File: src/rtl/alu_pkg.sv
// Shared widths, opcodes and FSM states
// for the ALU op sequencer.
package alu_pkg;

  localparam int OPW  = 5;
  localparam int IMMW = 16;
  localparam int YW   = 17;
  localparam int CTW  = 6;

  localparam logic [CTW-1:0] OP_AND  = 6'h00;
  localparam logic [CTW-1:0] OP_OR   = 6'h01;
  localparam logic [CTW-1:0] OP_NOT  = 6'h02;
  localparam logic [CTW-1:0] OP_MUL  = 6'h03;
  localparam logic [CTW-1:0] OP_DIV  = 6'h04;
  localparam logic [CTW-1:0] OP_SHR  = 6'h05;
  localparam logic [CTW-1:0] OP_SHL  = 6'h06;
  localparam logic [CTW-1:0] OP_ADDI = 6'h0A;
  localparam logic [CTW-1:0] OP_SUBI = 6'h0B;

  typedef enum logic [1:0] {
    ST_IDLE,
    ST_EXEC,
    ST_DIV_RUN,
    ST_DONE
  } state_t;

endpackage

File: src/rtl/div5_serial.sv
// Restoring 5-bit unsigned divider, one
// quotient bit per cycle, MSB first.
module div5_serial
  import alu_pkg::*;
(
  input  logic           clk,
  input  logic           rst,
  input  logic           start,
  input  logic [OPW-1:0] a,
  input  logic [OPW-1:0] b,
  output logic           done,
  output logic [OPW-1:0] quotient,
  output logic [OPW-1:0] remainder
);

  logic [OPW-1:0] q;
  logic [OPW-1:0] r;
  logic [2:0]     cnt;
  logic [OPW:0]   r_sh;
  logic [OPW:0]   r_dif;
  logic           ge;
  logic [OPW-1:0] q_nxt;
  logic [OPW-1:0] r_nxt;

  // one restoring step; done/outputs show
  // the values this edge will commit
  always_comb begin
    r_sh  = {r, q[OPW-1]};
    r_dif = r_sh - {1'b0, b};
    ge    = (r_sh >= {1'b0, b});
    r_nxt = ge ? r_dif[OPW-1:0]
               : r_sh[OPW-1:0];
    q_nxt = {q[OPW-2:0], ge};
    done      = (cnt == 3'd1);
    quotient  = q_nxt;
    remainder = r_nxt;
  end

  // iteration state: load on start, then
  // shift/subtract until count reaches 0
  always_ff @(posedge clk) begin
    if (rst) begin
      q   <= '0;
      r   <= '0;
      cnt <= '0;
    end else if (start) begin
      q   <= a;
      r   <= '0;
      cnt <= 3'd5;
    end else if (cnt != 3'd0) begin
      q   <= q_nxt;
      r   <= r_nxt;
      cnt <= cnt - 3'd1;
    end
  end

endmodule

File: src/rtl/alu_op_sequencer.sv
// Handshaked ALU op sequencer: captures a
// request, executes it, holds the result.
module alu_op_sequencer
  import alu_pkg::*;
(
  input  logic            clk,
  input  logic            rst,
  input  logic            in_valid,
  output logic            in_ready,
  input  logic [CTW-1:0]  in_ctrl,
  input  logic [OPW-1:0]  in_a,
  input  logic [OPW-1:0]  in_b,
  input  logic [OPW-1:0]  in_shift,
  input  logic [IMMW-1:0] in_imm,
  output logic            out_valid,
  input  logic            out_ready,
  output logic [YW-1:0]   out_y,
  output logic [OPW-1:0]  out_rem,
  output logic            out_err,
  output logic            busy
);

  state_t          state;
  logic [CTW-1:0]  rop;
  logic [OPW-1:0]  ra;
  logic [OPW-1:0]  rb;
  logic [OPW-1:0]  rs;
  logic [IMMW-1:0] rimm;

  logic [YW-1:0]   alu_y;
  logic [OPW-1:0]  alu_rem;
  logic            alu_err;
  logic            is_div;
  logic            div_start;
  logic            div_done;
  logic [OPW-1:0]  div_q;
  logic [OPW-1:0]  div_r;
  logic            accept;

  // handshake and divider launch
  always_comb begin
    in_ready = ~rst & (
      (state == ST_IDLE) |
      ((state == ST_DONE) & out_ready));
    accept    = in_valid & in_ready;
    busy      = (state != ST_IDLE);
    is_div    = (rop == OP_DIV);
    div_start = (state == ST_EXEC) & is_div
              & (rb != '0);
  end

  // single-cycle ops from registered inputs
  always_comb begin
    alu_y   = '0;
    alu_rem = '0;
    alu_err = 1'b0;
    unique case (rop)
      OP_AND:  alu_y = {12'b0, ra & rb};
      OP_OR:   alu_y = {12'b0, ra | rb};
      OP_NOT:  alu_y = {12'b0, ~ra};
      OP_MUL:  alu_y = {7'b0,
                 {5'b0, ra} * {5'b0, rb}};
      OP_DIV: begin
        alu_y   = 17'h0001F;
        alu_rem = ra;
        alu_err = 1'b1;
      end
      OP_SHR:  alu_y = {12'b0, ra >> rs};
      OP_SHL:  alu_y = {12'b0, ra} << rs;
      OP_ADDI: alu_y = {12'b0, ra}
                     + {1'b0, rimm};
      OP_SUBI: alu_y = {12'b0, ra}
                     - {1'b0, rimm};
      default: alu_err = 1'b1;
    endcase
  end

  div5_serial u_div (
    .clk       (clk),
    .rst       (rst),
    .start     (div_start),
    .a         (ra),
    .b         (rb),
    .done      (div_done),
    .quotient  (div_q),
    .remainder (div_r)
  );

  // control FSM with registered outputs
  always_ff @(posedge clk) begin
    if (rst) begin
      state     <= ST_IDLE;
      rop       <= '0;
      ra        <= '0;
      rb        <= '0;
      rs        <= '0;
      rimm      <= '0;
      out_valid <= 1'b0;
      out_y     <= '0;
      out_rem   <= '0;
      out_err   <= 1'b0;
    end else begin
      if (accept) begin
        rop  <= in_ctrl;
        ra   <= in_a;
        rb   <= in_b;
        rs   <= in_shift;
        rimm <= in_imm;
      end
      unique case (state)
        ST_IDLE: begin
          if (accept) state <= ST_EXEC;
        end
        ST_EXEC: begin
          if (div_start) begin
            state <= ST_DIV_RUN;
          end else begin
            state     <= ST_DONE;
            out_valid <= 1'b1;
            out_y     <= alu_y;
            out_rem   <= alu_rem;
            out_err   <= alu_err;
          end
        end
        ST_DIV_RUN: begin
          if (div_done) begin
            state     <= ST_DONE;
            out_valid <= 1'b1;
            out_y     <= {12'b0, div_q};
            out_rem   <= div_r;
            out_err   <= 1'b0;
          end
        end
        ST_DONE: begin
          if (out_ready) begin
            out_valid <= 1'b0;
            state <= accept ? ST_EXEC
                            : ST_IDLE;
          end
        end
        default: state <= ST_IDLE;
      endcase
    end
  end

endmodule

File: config.mk
export PLATFORM = sky130hd
export DESIGN_NAME = alu_op_sequencer
export DESIGN_NICKNAME = d
export VERILOG_FILES = /design/src/rtl/alu_pkg.sv /design/src/rtl/div5_serial.sv /design/src/rtl/alu_op_sequencer.sv
export SDC_FILE = /design/constraint.sdc
export NUM_CORES = 1
export LEC_CHECK = 0
export CAP_MARGIN = 30
export CORE_ASPECT_RATIO = 0.6
export CORE_MARGIN = 5
export CORE_UTILIZATION = 52
export CTS_BUF_LIST = sky130_fd_sc_hd__clkbuf_4 sky130_fd_sc_hd__clkbuf_8
export DETAILED_ROUTE_END_ITERATION = 10
export GPL_TIMING_DRIVEN = 0
export PLACE_DENSITY = 0.75
export SKIP_LAST_GASP = 1
export SLEW_MARGIN = 10
export SYNTH_ARGS = -nofsm -noshare
export SYNTH_HDL_FRONTEND = slang
export SYNTH_SLANG_ARGS = --single-unit
File: constraint.sdc
create_clock -name clk -period 9.5 [get_ports clk]
set_clock_uncertainty 0.2 [all_clocks]
set_input_delay 0.95 -clock clk [delete_from_list [all_inputs] [get_ports clk]]
set_output_delay 0.95 -clock clk [all_outputs]
set_load 0.005 [all_outputs]
[After elaboration in Yosys (flattened, before gate mapping)]
Index checks and enable logic that the tools add are counted.
Operators by class
  reductions and logical operators: 13
  shifts and indexed selects: 2
  eq/ne operators: 16
  muxes and demuxes: 27
  $add $sub $neg: 4
  magnitude comparators: 1
  $mul: 1
  bitwise operators: 10
Operator list (number)
  17-bit one-hot mux with 9 select lines: 1
  17-bit two-way mux: 2
  17-bit one-hot mux with 2 select lines: 1
  5-bit two-way mux: 6
  6-bit by 3-bit equality test with 1-bit output (second input constant): 3
  5-bit by 16-bit adder with 17-bit output: 1
  5-bit by 5-bit left shift with 17-bit output: 1
  5-bit by 16-bit subtractor with 17-bit output: 1
  6-bit by 2-bit equality test with 1-bit output (second input constant): 2
  6-bit by 4-bit equality test with 1-bit output (second input constant): 2
  5-bit by 5-bit multiplier with 10-bit output: 1
  5-bit one-hot mux with 2 select lines: 1
  1-bit two-way mux: 8
  2-bit inequality test (second input constant): 4
  2-bit one-hot mux with 4 select lines: 1
  8-bit OR reduction: 1
  6-bit by 1-bit equality test with 1-bit output (second input constant): 1
  6-bit by 5-bit >= comparator with 1-bit output: 1
  6-bit zero test: 1
  2-bit two-way mux: 3
  3-bit two-way mux: 2
  3-bit AND reduction: 2
  2-bit nonzero test: 3
  3-bit nonzero test: 2
  18 further kinds: 23
Word-level totals
  output and inout port bits: 26
  input bits: 41
  register bits after elaboration: 76

[Longest topological paths before layout]
Gate-level depths: netlist of the first run.
  depth after elaboration: 8
  gate-level depth with buffers: 16

[Cells and area by module]
A second synthesis of the first run with hierarchy kept.
Second synthesis, totals
  cells, all modules: 766
  area total of the unflattened synthesis: 6005.8 µm²
By module, submodules not included
  alu_op_sequencer: sequential area each 1261.2 µm², cells an instance 664, instances 1, area each 5084.9 µm²
  div5_serial: sequential area each 260.2 µm², cells an instance 102, instances 1, area each 920.9 µm²

[Least setup slack after synthesis of the first run]
OpenSTA, ideal clock, no wires.
  path type: register -> register
  start: reg ra[2]
  end: reg out_y[8]
  slack: 5.601 ns
  data arrival time: 3.582 ns
  cell stages (with the launch flop): 15
  library setup time: 0.117 ns
  data required time: 9.183 ns
  cells stage by stage: dfxtp_1 clkbuf_1 nand2_1 fa_1 fa_1 fa_1 inv_1 ha_1 a21o_1 a21oi_1 o21ai_0 xor2_1 a22oi_1 o21ai_1 a22o_1
Between the ends
  longest elaborated chain between the ends: 4
Ends and longest elaborated chain
  start: declaration: line alu_op_sequencer.sv:25  | logic [OPW-1:0] ra;
  start signal: assignment: line alu_op_sequencer.sv:105  | ra <= in_a;
  5-bit by 5-bit multiplier with 10-bit output (tied with other cells): line alu_op_sequencer.sv:62  | {5'b0, ra} * {5'b0, rb}};
  17-bit one-hot mux with 9 select lines (*): line alu_op_sequencer.sv:57  | unique case (rop)
  17-bit two-way mux (*): line alu_op_sequencer.sv:115  | if (div_start) begin
  17-bit one-hot mux with 2 select lines (*): line alu_op_sequencer.sv:110  | unique case (state)
  end signal: assignment: line alu_op_sequencer.sv:120  | out_y <= alu_y;
  end signal: assignment: line alu_op_sequencer.sv:129  | out_y <= {12'b0, div_q};
  end: declaration: line alu_op_sequencer.sv:17  | output logic [YW-1:0] out_y,
Every way passes the cells marked *; elsewhere a longest branch is shown, timed or not. The select of a mux whose other input is x is not followed.
A chain may end at the register's enable or synchronous reset.

[Worst setup path after layout of the first run]
  start: reg rop[3]
  end: reg out_y[16]
Between the ends
  longest elaborated chain between the ends: 5
Ends and longest elaborated chain
  start: declaration: line alu_op_sequencer.sv:24  | logic [CTW-1:0] rop;
  start signal: assignment: line alu_op_sequencer.sv:104  | rop <= in_ctrl;
  branches (longest 5 deep; another with 17-bit one-hot mux with 9 select lines)
Several ways; the timed one is not identified. The select of a mux whose other input is x is not followed.

==> results.txt, run 1 <==
Worst r2r src: rop[3]
Vias in the first global route: 5,853
Maximum VDD drop: 144 uV
Met3 usage: 0.0875
# DRC: 0
Storage element area: 0.00152 mm2
Final Wtd Congestion: 0.984
RSZ-0062 raised after global routing: no
Antenna diodes: 0
First-pass GRT wire length: 32,900 um
FMAX: 192 MHz
Hold path start: out_y[5]
Critical path type: flop to flop
Setup Total Neg Slack: 0 ns
Later-pin clock latency in the skew report: 0.37 ns
Port Buffer Count: 66
Cells after synthesis: 761
Worst Path Arrival: 5.26 ns
Synth cell count leaders: 81 x nand2_1, 76 x dfxtp_1, 69 x nor2_1
Synth Area per Inst: 7.76 um2
Net count after synthesis: 850
Final hold vios: 0
Crit path max-delay family: simple AND/OR/NAND/NOR gates
Gr usage total: 0.312
Final worst-path cycle share: 0.549
Synth-to-layout area growth: 18.2%
H-tree levels: 3
Pre-Repair DR Iteration Count: 6
Wire length per cell: 21.6 um
#FFs+latches synth: 76
Post-DP HPWL: 16,800 um
Grt ovf: 0
Share of layout cells above drive strength 1: 0.0473
Setup violators final: 0
Synth top area share: 0.258
Footprint of the multi-input gates: 0.00403 mm2
Max clock buf depth: 2
Cell Area, Synth: 0.00591 mm2
Top FF cell, synth: dfxtp_1
Post-synth EDFFs: 0
Worst-path maximum fanout: 10
Die Y: 92.6 um
Worst slew pin tran: 0.952 ns
Max incr delay on CP: 0.72 ns
Status: completed
Post-synthesis sequential area ratio: 0.258
Critical Path Start: rop[3]
Leak: 2.69 nW
PD cells: 267 mW/mm2
Iteration-0 DRC Markers: 736
Worst Setup End Kind: flop
Worst path slowest cell: nor4b_2
Met2 usage: 0.437
Util after Layout: 0.624
Worst path most repeated cell: o21ai_0
Clock transition at path regs: 0.09 ns
# hold bufs at CTS: 0
DR vias: 6,226
Yosys top cell by area: dfxtp_1
Slew HR: 0.364
# fillers: 971
Largest net degree at the start of global routing: 14
Final nets: 929
Final non-filler cell total: 989
Min-Delay Path Class: flop to flop
Fin Hold WS: 0.294 ns
Post-detailed-route via-to-cell ratio: 6.30
Initial antenna violation count: 0
Crit start category: flop
Global route hottest layer: met1
Synth top area cells: dfxtp_1 26%, ha_1 7.8%, nand2_1 5.1%
Crit path cell chain: nor4b_2 > nand3_1 > buf_4 > clkbuf_1 > nand2_1 > o21ai_0 > fa_1 > nor2b_1 > o21ai_0 > a21boi_0 > o221ai_1 > nor4_1 > xnor2_1 > o22ai_1
Routed wire length: 21,300 um
Tmin final: 5.22 ns
Final Slew Violations: 0
Cell variety after synth: 71
Req. time, crit path: 9.54 ns
Worst path bufs/invs: 2
Clk sinks: 76
Core ar.: 0.0112 mm2
Post-cts resize count: 0
Horiz. Die Dim: 148 um
Num CTS Buffers: 9
# rows: 30
Antenna viol nets, final: 0
Async S/R FF share, synth: 0
Io pins: 67
Max Cap Viol: 0
Placed cell count: 973
GR Layer Usage met1: 0.478
Most frequent cell after synthesis: nand2_1
Synth warn: 0
Clock root buffer: clkbuf_8
Die ar.: 0.0137 mm2
Post-CTS Setup Bufs: 0
Initial Utilization: 0.528
CTS tree: done
[stage by stage]
step           power (W)  instance area (um2)  setup WS, ns
4_1_cts          0.00182                 6980          4.51
2_1_floorplan    0.00118                 5910          5.60
6_report         0.00186                 6980          4.28
3_5_place_dp     0.00153                 6760          4.52
5_1_grt          0.00198                 6980          3.98
3_3_place_gp     0.00148                 6750          4.78
[placed cells by master (no fill, tap or decap), types with 4 or more instances in the layout]
master,Yosys,final
a31oi_1,4,4
o22ai_1,10,10
a211oi_1,21,21
o221ai_1,5,5
mux2_2,5,5
nand3_1,12,12
clkbuf_1,45,45
a21o_1,6,6
ha_1,37,37
xor2_1,12,12
inv_1,37,37
mux2i_1,18,18
nand2b_1,32,32
fa_1,11,11
and2_1,13,13
clkdlybuf4s50_1,0,66
nor3b_1,9,9
nand2_1,81,81
o21ai_1,5,5
nor4_1,4,4
o21a_1,10,10
o21ai_0,45,45
nor3_1,31,31
o31ai_1,24,24
nor2_1,69,69
nor2b_1,10,10
dfxtp_1,76,76
xnor2_1,18,18
a21oi_1,40,40
buf_2,3,4
a22o_1,4,4
clkbuf_8,0,10
a22oi_1,7,7
[layout make-up]
class	instances	area share
multi-input cells	595	0.577
flip-flops and latches	76	0.218
repair buffers	68	0.0964
plain buffers	52	0.0306
well taps	144	0.0258
inverters	38	0.0204
clock buffers	10	0.0197
clock inverters	6	0.0124
[registers in the layout, indices dropped and copies added, names as in the netlist]
name,flops
out_rem,5
out_y,17
out_valid,1
state,2
u_div.r,5
out_err,1
u_div.q,5
u_div.cnt,3
ra,5
rs,5
rop,6
rimm,16
rb,5
[logic make-up (layout without fill, tap and decap cells)]
family / count (synthesis) / count (layout) / share of synthesized area
multiplexers: 25 / 25 / 0.0477
adder cells (fa/ha/maj): 48 / 48 / 0.116
XOR/XNOR: 31 / 31 / 0.0492
AO/OA/AOI/OAI: 207 / 207 / 0.233
buffers and inverters: 90 / 174 / 0.0604
AND/OR/NAND/NOR: 284 / 284 / 0.236
flip-flops: 76 / 76 / 0.258
[worst register-to-register path: cells and delay by family, from the launching register on]
family / cells / cell delay (ns)
flops: 1 / 0.45
simple gates: 5 / 1.88
buf+inv: 2 / 0.57
fa+ha+maj: 1 / 0.48
xor+xnor: 1 / 0.16
compound gates: 5 / 1.34
[final timing paths]
| check | endpoint | slack [ns] | cells past startpoint |
|---|---|---|---|
| setup / recovery | out_y[16] | 4.28 | 14 |
| hold reg to reg | out_y[5] | 0.29 | 2 |
| setup reg to reg | out_y[16] | 4.28 | 14 |
| hold / removal | out_y[5] | 0.29 | 2 |
[power breakdown]
group          switching (W)  internal (W)  leakage [nW]
clock               0.000140      0.000155         0.113
combinational       0.000667      0.000426          1.95
sequential         0.0000775      0.000396         0.623
total               0.000884      0.000977          2.69
[layer usage]
metal	vias to the layer above	share of wire
met5	-	0
met4	0	0.0084
met3	33	0.12
met2	353	0.40
met1	2977	0.48
li1	2863	-
(Power assumes the default switching activity.)
==> run 2, diff against run 1 <==
- PLACE_DENSITY: 0.75 -> 0.78
- clock period: 9.5 -> 4.3 ns (I/O delays scaled with it)
==> results.txt, run 2 (synthesis results as in run 1) <==
R2R Setup Slk: 0.09 ns (-4.19 ns)
Max clock buf depth: 2 (unchanged)
Largest net degree at the start of global routing: 15 (+1)
Final worst-path cycle share: 0.979 (+0.430)
Max incr delay on CP: 0.54 ns (-0.18 ns)
Crit path cell chain: clkbuf_4 > nand2_1 > fa_1 > fa_1 > fa_1 > inv_1 > ha_1 > a21o_1 > a21oi_2 > o21ai_0 > xor2_1 > a22oi_1 > o21ai_1 > a22o_1
Die ar.: 0.0137 mm2 (unchanged)
Tmin final: 4.21 ns (-1.01 ns)
Synth-to-layout area growth: 18.6%
Iteration-0 DRC Markers: 722 (-1.9%)
Post-detailed-route via-to-cell ratio: 6.25 (-0.69%)
Final nets: 929 (unchanged)
Post-DP HPWL: 15,900 um (-5.2%)
Crit path max-delay family: adder cells
CTS tree: done
Wire length per cell: 20.6 um (-4.4%)
Largest reg by FF count: out_y
Worst-path maximum fanout: 10 (unchanged)
Worst path slowest cell: fa_1
Num CTS Buffers: 9 (unchanged)
RSZ-0062 raised after global routing: yes
Placed inst area: 0.00676 mm2 (about the same)
Horiz. Die Dim: 148 um (unchanged)
Crit start category: flop
Uppermost routed layer: met4
Commonest non-fill, non-tap cell in the layout: nand2_1
Wire length on met3: 2680 um (+8.4%)
Final hold vios: 0 (unchanged)
Core ar.: 0.0112 mm2 (unchanged)
Io pins: 67 (unchanged)
Vias in the first global route: 5,771 (-1.4%)
Max Cap Viol: 0 (unchanged)
Setup Total Neg Slack: 0 ns (unchanged)
Pre-Repair DR Iteration Count: 6 (unchanged)
Grt ovf: 0 (unchanged)
Die Y: 92.6 um (unchanged)
Final Wtd Congestion: 1.05 (+6.5%)
Leak: 2.69 nW (+0.22%)
M1 wire length: 9460 um (-7.7%)
Clock transition at path regs: 0.09 ns (about the same)
Antenna diodes: 0 (unchanged)
Most frequent cells in the layout: 81 x nand2_1, 75 x dfxtp_1, 69 x nor2_1
Maximum VDD drop: 319 uV (+120%)
# rows: 30 (unchanged)
Slew HR: 0.439 (+0.0750)
First-pass GRT wire length: 31,700 um (-3.8%)
Clock root buffer: clkbuf_8
Share of layout cells above drive strength 1: 0.0592 (+0.0118)
Met2 wire len: 7880 um (-6.6%)
Gr usage total: 0.295 (-0.0169)
Top flop regs: out_y x17, rimm x16, rop x6
Worst slew pin tran: 0.834 ns (-0.118 ns)
Final Slew Violations: 0 (unchanged)
Worst path most repeated cell: fa_1
FMAX: 238 MHz (+24%)
# DRC: 0 (unchanged)
# hold bufs at CTS: 0 (unchanged)
Initial Utilization: 0.528 (unchanged)
Initial antenna violation count: 0 (unchanged)
Largest register FFs: 17 (unchanged)
Worst path bufs/invs: 2 (unchanged)
Req. time, crit path: 4.38 ns (-5.16 ns)
Antenna viol nets, final: 0 (unchanged)
H-tree levels: 3 (unchanged)
Util after Layout: 0.626 (+0.00201)
Post-route cell area: 0.00701 mm2 (+0.32%)
Status: completed
Worst Setup End Kind: flop
Setup violators final: 0 (unchanged)
Later-pin clock latency in the skew report: 0.38 ns (about the same)
PD cells: 577 mW/mm2 (+120%)
Routed wire length: 20,400 um (-4.4%)
Clk sinks: 76 (unchanged)
# fillers: 966 (-0.51%)
Port Buffer Count: 66 (unchanged)
Critical path type: flop to flop
Min-Delay Path Class: flop to flop
DR vias: 6,183 (-0.69%)
Worst Path Arrival: 4.29 ns (-0.97 ns)
==> run 2: changes by cell type in the layout (fill, tap and decap cells not counted), sizes merged <==
cell      change
clkinv        -1
bufinv        -1
clkbuf        -2
clkinvlp      +1
buf           +2
inv           +1
==> run 2: worst paths after layout <==
kind | depth (start not counted) | start | endpoint
worst min-delay path | 2 | out_y[5] | out_y[5]
worst max register to register | 14 | ra[1] | out_y[8]
worst min register to register | 2 | out_y[5] | out_y[5]
worst max-delay path | 14 | ra[1] | out_y[8]
==> run 2: worst register-to-register path: stages (launching register included) <==
cell	delay (ns)
dfxtp_1	0.39
clkbuf_4	0.25
nand2_1	0.10
fa_1	0.52
fa_1	0.52
fa_1	0.54
inv_1	0.04
ha_1	0.34
a21o_1	0.24
a21oi_2	0.22
o21ai_0	0.15
xor2_1	0.17
a22oi_1	0.14
o21ai_1	0.12
a22o_1	0.20
==> run 2: through the flow <==
stage	instances	power, W	worst slack (ns)	hold WS [ns]
2_1_floorplan	761	0.00261	0.401	0.248
3_3_place_gp	971	0.00327	-0.338	0.244
3_5_place_dp	973	0.00334	-0.446	0.259
4_1_cts	989	0.00396	0.00970	0.278
5_1_grt	989	0.00429	-0.0476	0.307
6_report	989	0.00404	0.0915	0.273
==> run 2: area by class of cell <==
type,instances,area [um2],area share
clock inverter,6,71.3,0.0102
timing repair buffer,69,678,0.0968
multi-input combinational,595,4050,0.578
buffer,51,219,0.0313
clock buffer,10,138,0.0196
sequential,76,1520,0.217
tap,144,180,0.0257
inverter,38,144,0.0205
==> run 2: metal layers <==
| metal | up-vias | global-route usage |
|---|---|---|
| li1 | 2861 | - |
| met1 | 2942 | 0.444 |
| met2 | 339 | 0.398 |
| met3 | 41 | 0.0963 |
| met4 | 0 | 0.0760 |
| met5 | - | 0 |
==> run 2: power by group <==
group          internal, W  total [W]  switching (W)
logic             0.000950    0.00239        0.00144
clock network     0.000289   0.000605       0.000316
registers         0.000874    0.00105       0.000177
total              0.00211    0.00404        0.00193
==> run 2: repair_timing <==
| item | 4_1_cts | 5_1_grt |
|---|---|---|
| endpoints found under the setup margin | 12 | 8 |
| gates resized for setup | 6 | 12 |
| setup buffers | 1 | 0 |
| pin swaps | 0 | 1 |
==> run 3, diff against run 2 <==
- ABC_AREA: default -> 1
==> results.txt, run 3 <==
Iteration-0 DRC Markers: 658 (-8.9%)
Cells after synthesis: 889 (+17%)
Synth Area per Inst: 6.45 um2 (-17%)
RSZ-0062 raised after global routing: no
Post-route cell area: 0.00679 mm2 (-3.0%)
Post-synthesis sequential area ratio: 0.265 (+0.00776)
Most frequent cell after synthesis: nand2_1
Wire length on met3: 2260 um (-16%)
Switch Pwr: 0.00179 W (-7.3%)
Gr usage total: 0.254 (-0.0408)
Pre-Repair DR Iteration Count: 5 (-1)
Synth warn: 0 (unchanged)
Net Sw Frac: 0.487 (+0.00918)
Worst Setup End Kind: flop
Horiz. Die Dim: 146 um (-1.4%)
Final hold vios: 0 (unchanged)
# hold bufs at CTS: 0 (unchanged)
Util after Layout: 0.637 (+0.0106)
Setup Total Neg Slack: 0 ns (unchanged)
Cell Area, Synth: 0.00573 mm2 (-2.9%)
Num CTS Buffers: 9 (unchanged)
Min-Delay Path Class: flop to flop
Cell variety after synth: 41 (-42%)
CTS tree: done
Req. time, crit path: 4.33 ns (-0.05 ns)
Overall power: 0.00368 W (-9.0%)
Wire length per cell: 15.7 um (-24%)
Final worst-path cycle share: 0.949 (-0.0299)
Tmin final: 4.08 ns (-0.129 ns)
Final Wtd Congestion: 0.987 (-5.9%)
Critical path type: flop to flop
RR Endpoint: out_y[9]
#FFs+latches synth: 76 (unchanged)
First-pass GRT wire length: 27,500 um (-13%)
Top FF cell, synth: dfxtp_1
Port Buffer Count: 66 (unchanged)
Share of power burned in registers: 0.271 (+0.011)
Met2 wire len: 6630 um (-16%)
Largest reg by FF count: out_y
Async S/R FF share, synth: 0 (unchanged)
Slew HR: 0.449 (+0.0101)
Die Y: 91.3 um (-1.3%)
Synth top area cells: dfxtp_1 27%, nand2_1 14%, a21oi_1 8.2%
WHS Endpoint: out_y[12]
Max clock buf depth: 2 (unchanged)
Core ar.: 0.0107 mm2 (-4.6%)
Antenna viol nets, final: 0 (unchanged)
Gate power share: 0.567 (-0.023)
DR vias: 6,211 (+0.45%)
Maximum VDD drop: 391 uV (+23%)
Worst Hold Path Cells: 2 (unchanged)
Net count after synthesis: 978 (+15%)
H-tree levels: 3 (unchanged)
Leak: 3.21 nW (+19%)
Grt ovf: 0 (unchanged)
Routed wire length: 17,400 um (-15%)
Placed inst area: 0.00657 mm2 (-2.8%)
Clk sinks: 76 (unchanged)
Post-CTS Setup Bufs: 0 (-1)
Synth top area share: 0.265 (+0.00776)
R2R Setup Slk: 0.22 ns (+0.13 ns)
Antenna diodes: 0 (unchanged)
Cells on worst reg2reg path: 16 (+2)
Clock transition at path regs: 0.09 ns (about the same)
Largest register FFs: 17 (unchanged)
Fin Hold WS: 0.267 ns (-0.00585 ns)
Worst Path Arrival: 4.11 ns (-0.18 ns)
Worst-path maximum fanout: 10 (unchanged)
Largest net degree at the start of global routing: 14 (-1)
Vias in the first global route: 5,322 (-7.8%)
Commonest non-fill, non-tap cell in the layout: nand2_1
Status: completed
Io pins: 67 (unchanged)
Setup violators final: 0 (unchanged)
Post-DP HPWL: 13,700 um (-14%)
Hold path start: out_y[12]
Clock Power Share: 0.162 (+0.012)
Worst r2r src: ra[3]
Clock root buffer: clkbuf_8
Post-detailed-route via-to-cell ratio: 5.62 (-10%)
Worst slew pin tran: 0.822 ns (-0.0120 ns)
Final nets: 1,051 (+13%)
# rows: 29 (-3.3%)
Synth cell count leaders: 220 x nand2_1, 124 x inv_1, 94 x a21oi_1
M1 wire length: 8270 um (-13%)
Initial Utilization: 0.537 (+0.00945)
# fillers: 1,010 (+4.6%)
PD cells: 541 mW/mm2 (-6.2%)
Final Slew Violations: 0 (unchanged)
Top flop regs: out_y x17, rimm x16, rop x6
Crit start category: flop
Yosys top cell by area: dfxtp_1
FMAX: 245 MHz (+3.2%)
Die ar.: 0.0133 mm2 (-2.7%)
Most frequent cells in the layout: 220 x nand2_1, 124 x inv_1, 93 x a21oi_1
Max Cap Viol: 0 (unchanged)
Synth-to-layout area growth: 18.5% (about the same)
# DRC: 0 (unchanged)
Uppermost routed layer: met4
Later-pin clock latency in the skew report: 0.37 ns (about the same)
Initial antenna violation count: 0 (unchanged)
Pint: 0.00189 W (-11%)
Post-synth EDFFs: 0 (unchanged)
Share of layout cells above drive strength 1: 0.0683 (+0.00908)
==> run 3: changes by cell type after synthesis, sizes merged, moves of 22 or more <==
cell | previous run | this run
o21ai | 50 | 86
inv | 37 | 128
nand3 | 12 | 63
o31ai | 24 | 2
a21oi | 40 | 95
nand2b | 32 | 0
nand2 | 81 | 223
==> run 3: layout make-up <==
type / instances / area [um2] / area share
buffer: 32 / 145 / 0.0214
clock buffer: 11 / 151 / 0.0223
clock inverter: 5 / 58.8 / 0.00866
inverter: 131 / 492 / 0.0724
multi-input combinational: 646 / 3580 / 0.528
sequential: 76 / 1530 / 0.225
tap: 139 / 174 / 0.0256
timing repair buffer: 66 / 661 / 0.0972
==> run 3: worst max path at each step <==
stage / from / end / slack, ns / cells after the start
2_1_floorplan: ra[2] / out_y[8] / 0.50 / 18
3_3_place_gp: ra[2] / out_y[8] / -0.22 / 18
3_5_place_dp: ra[2] / out_y[8] / -0.21 / 18
4_1_cts: ra[0] / out_y[8] / 0.02 / 18
5_1_grt: ra[3] / out_y[9] / 0.01 / 16
6_report: ra[3] / out_y[9] / 0.22 / 16
==> run 3: power groups by stage <==
stage               Clock (W)  Combinational, W  Sequential, W
finish               0.000595           0.00209       0.000997
global route         0.000629           0.00233        0.00102
CTS                  0.000601           0.00205       0.000975
detailed placement          0           0.00204       0.000991
global placement            0           0.00201       0.000989
floorplan                   0           0.00143       0.000967
==> run 3: logic make-up (layout without fill, tap and decap cells) <==
| kind of cell | after synthesis | count (layout) | share of synthesized area |
|---|---|---|---|
| AOI/OAI and AO/OA | 215 | 215 | 0.203 |
| buffers and inverters | 167 | 245 | 0.111 |
| and+or+nand+nor | 376 | 376 | 0.291 |
| adders and majority gates | 48 | 48 | 0.119 |
| xor gates and xnor gates | 7 | 7 | 0.0107 |
| DFF | 76 | 76 | 0.265 |
==> run 3: per-layer routing <==
layer,vias to the layer above,track usage
met5,-,0
met4,0,0.0559
met3,22,0.0687
met2,349,0.331
met1,2773,0.406
li1,3067,-
==> run 3: per-stage QoR <==
| step | setup WS [ns] | std cells |
|---|---|---|
| detailed placement | -0.213 | 1094 |
| finish | 0.220 | 1106 |
| global route | 0.0107 | 1106 |
| CTS | 0.0228 | 1110 |
| global placement | -0.216 | 1094 |
| floorplan | 0.503 | 889 |
==> run 3: worst max-delay path, cell delays in order (launching register included) <==
cell,delay [ns]
dfxtp_1,0.46
clkbuf_1,0.51
nand2_1,0.12
inv_1,0.09
fa_1,0.44
fa_1,0.50
ha_1,0.30
ha_1,0.35
inv_1,0.07
nor4_1,0.04
nand2_1,0.06
o311ai_0,0.17
or2_2,0.32
nand3_1,0.10
nand3_1,0.08
nand2_1,0.07
a21oi_1,0.05
==> run 3: timing repair <==
action,4_1_cts,5_1_grt
endpoints found under the setup margin,2,3
gates resized for setup,3,14
pin swaps,0,1
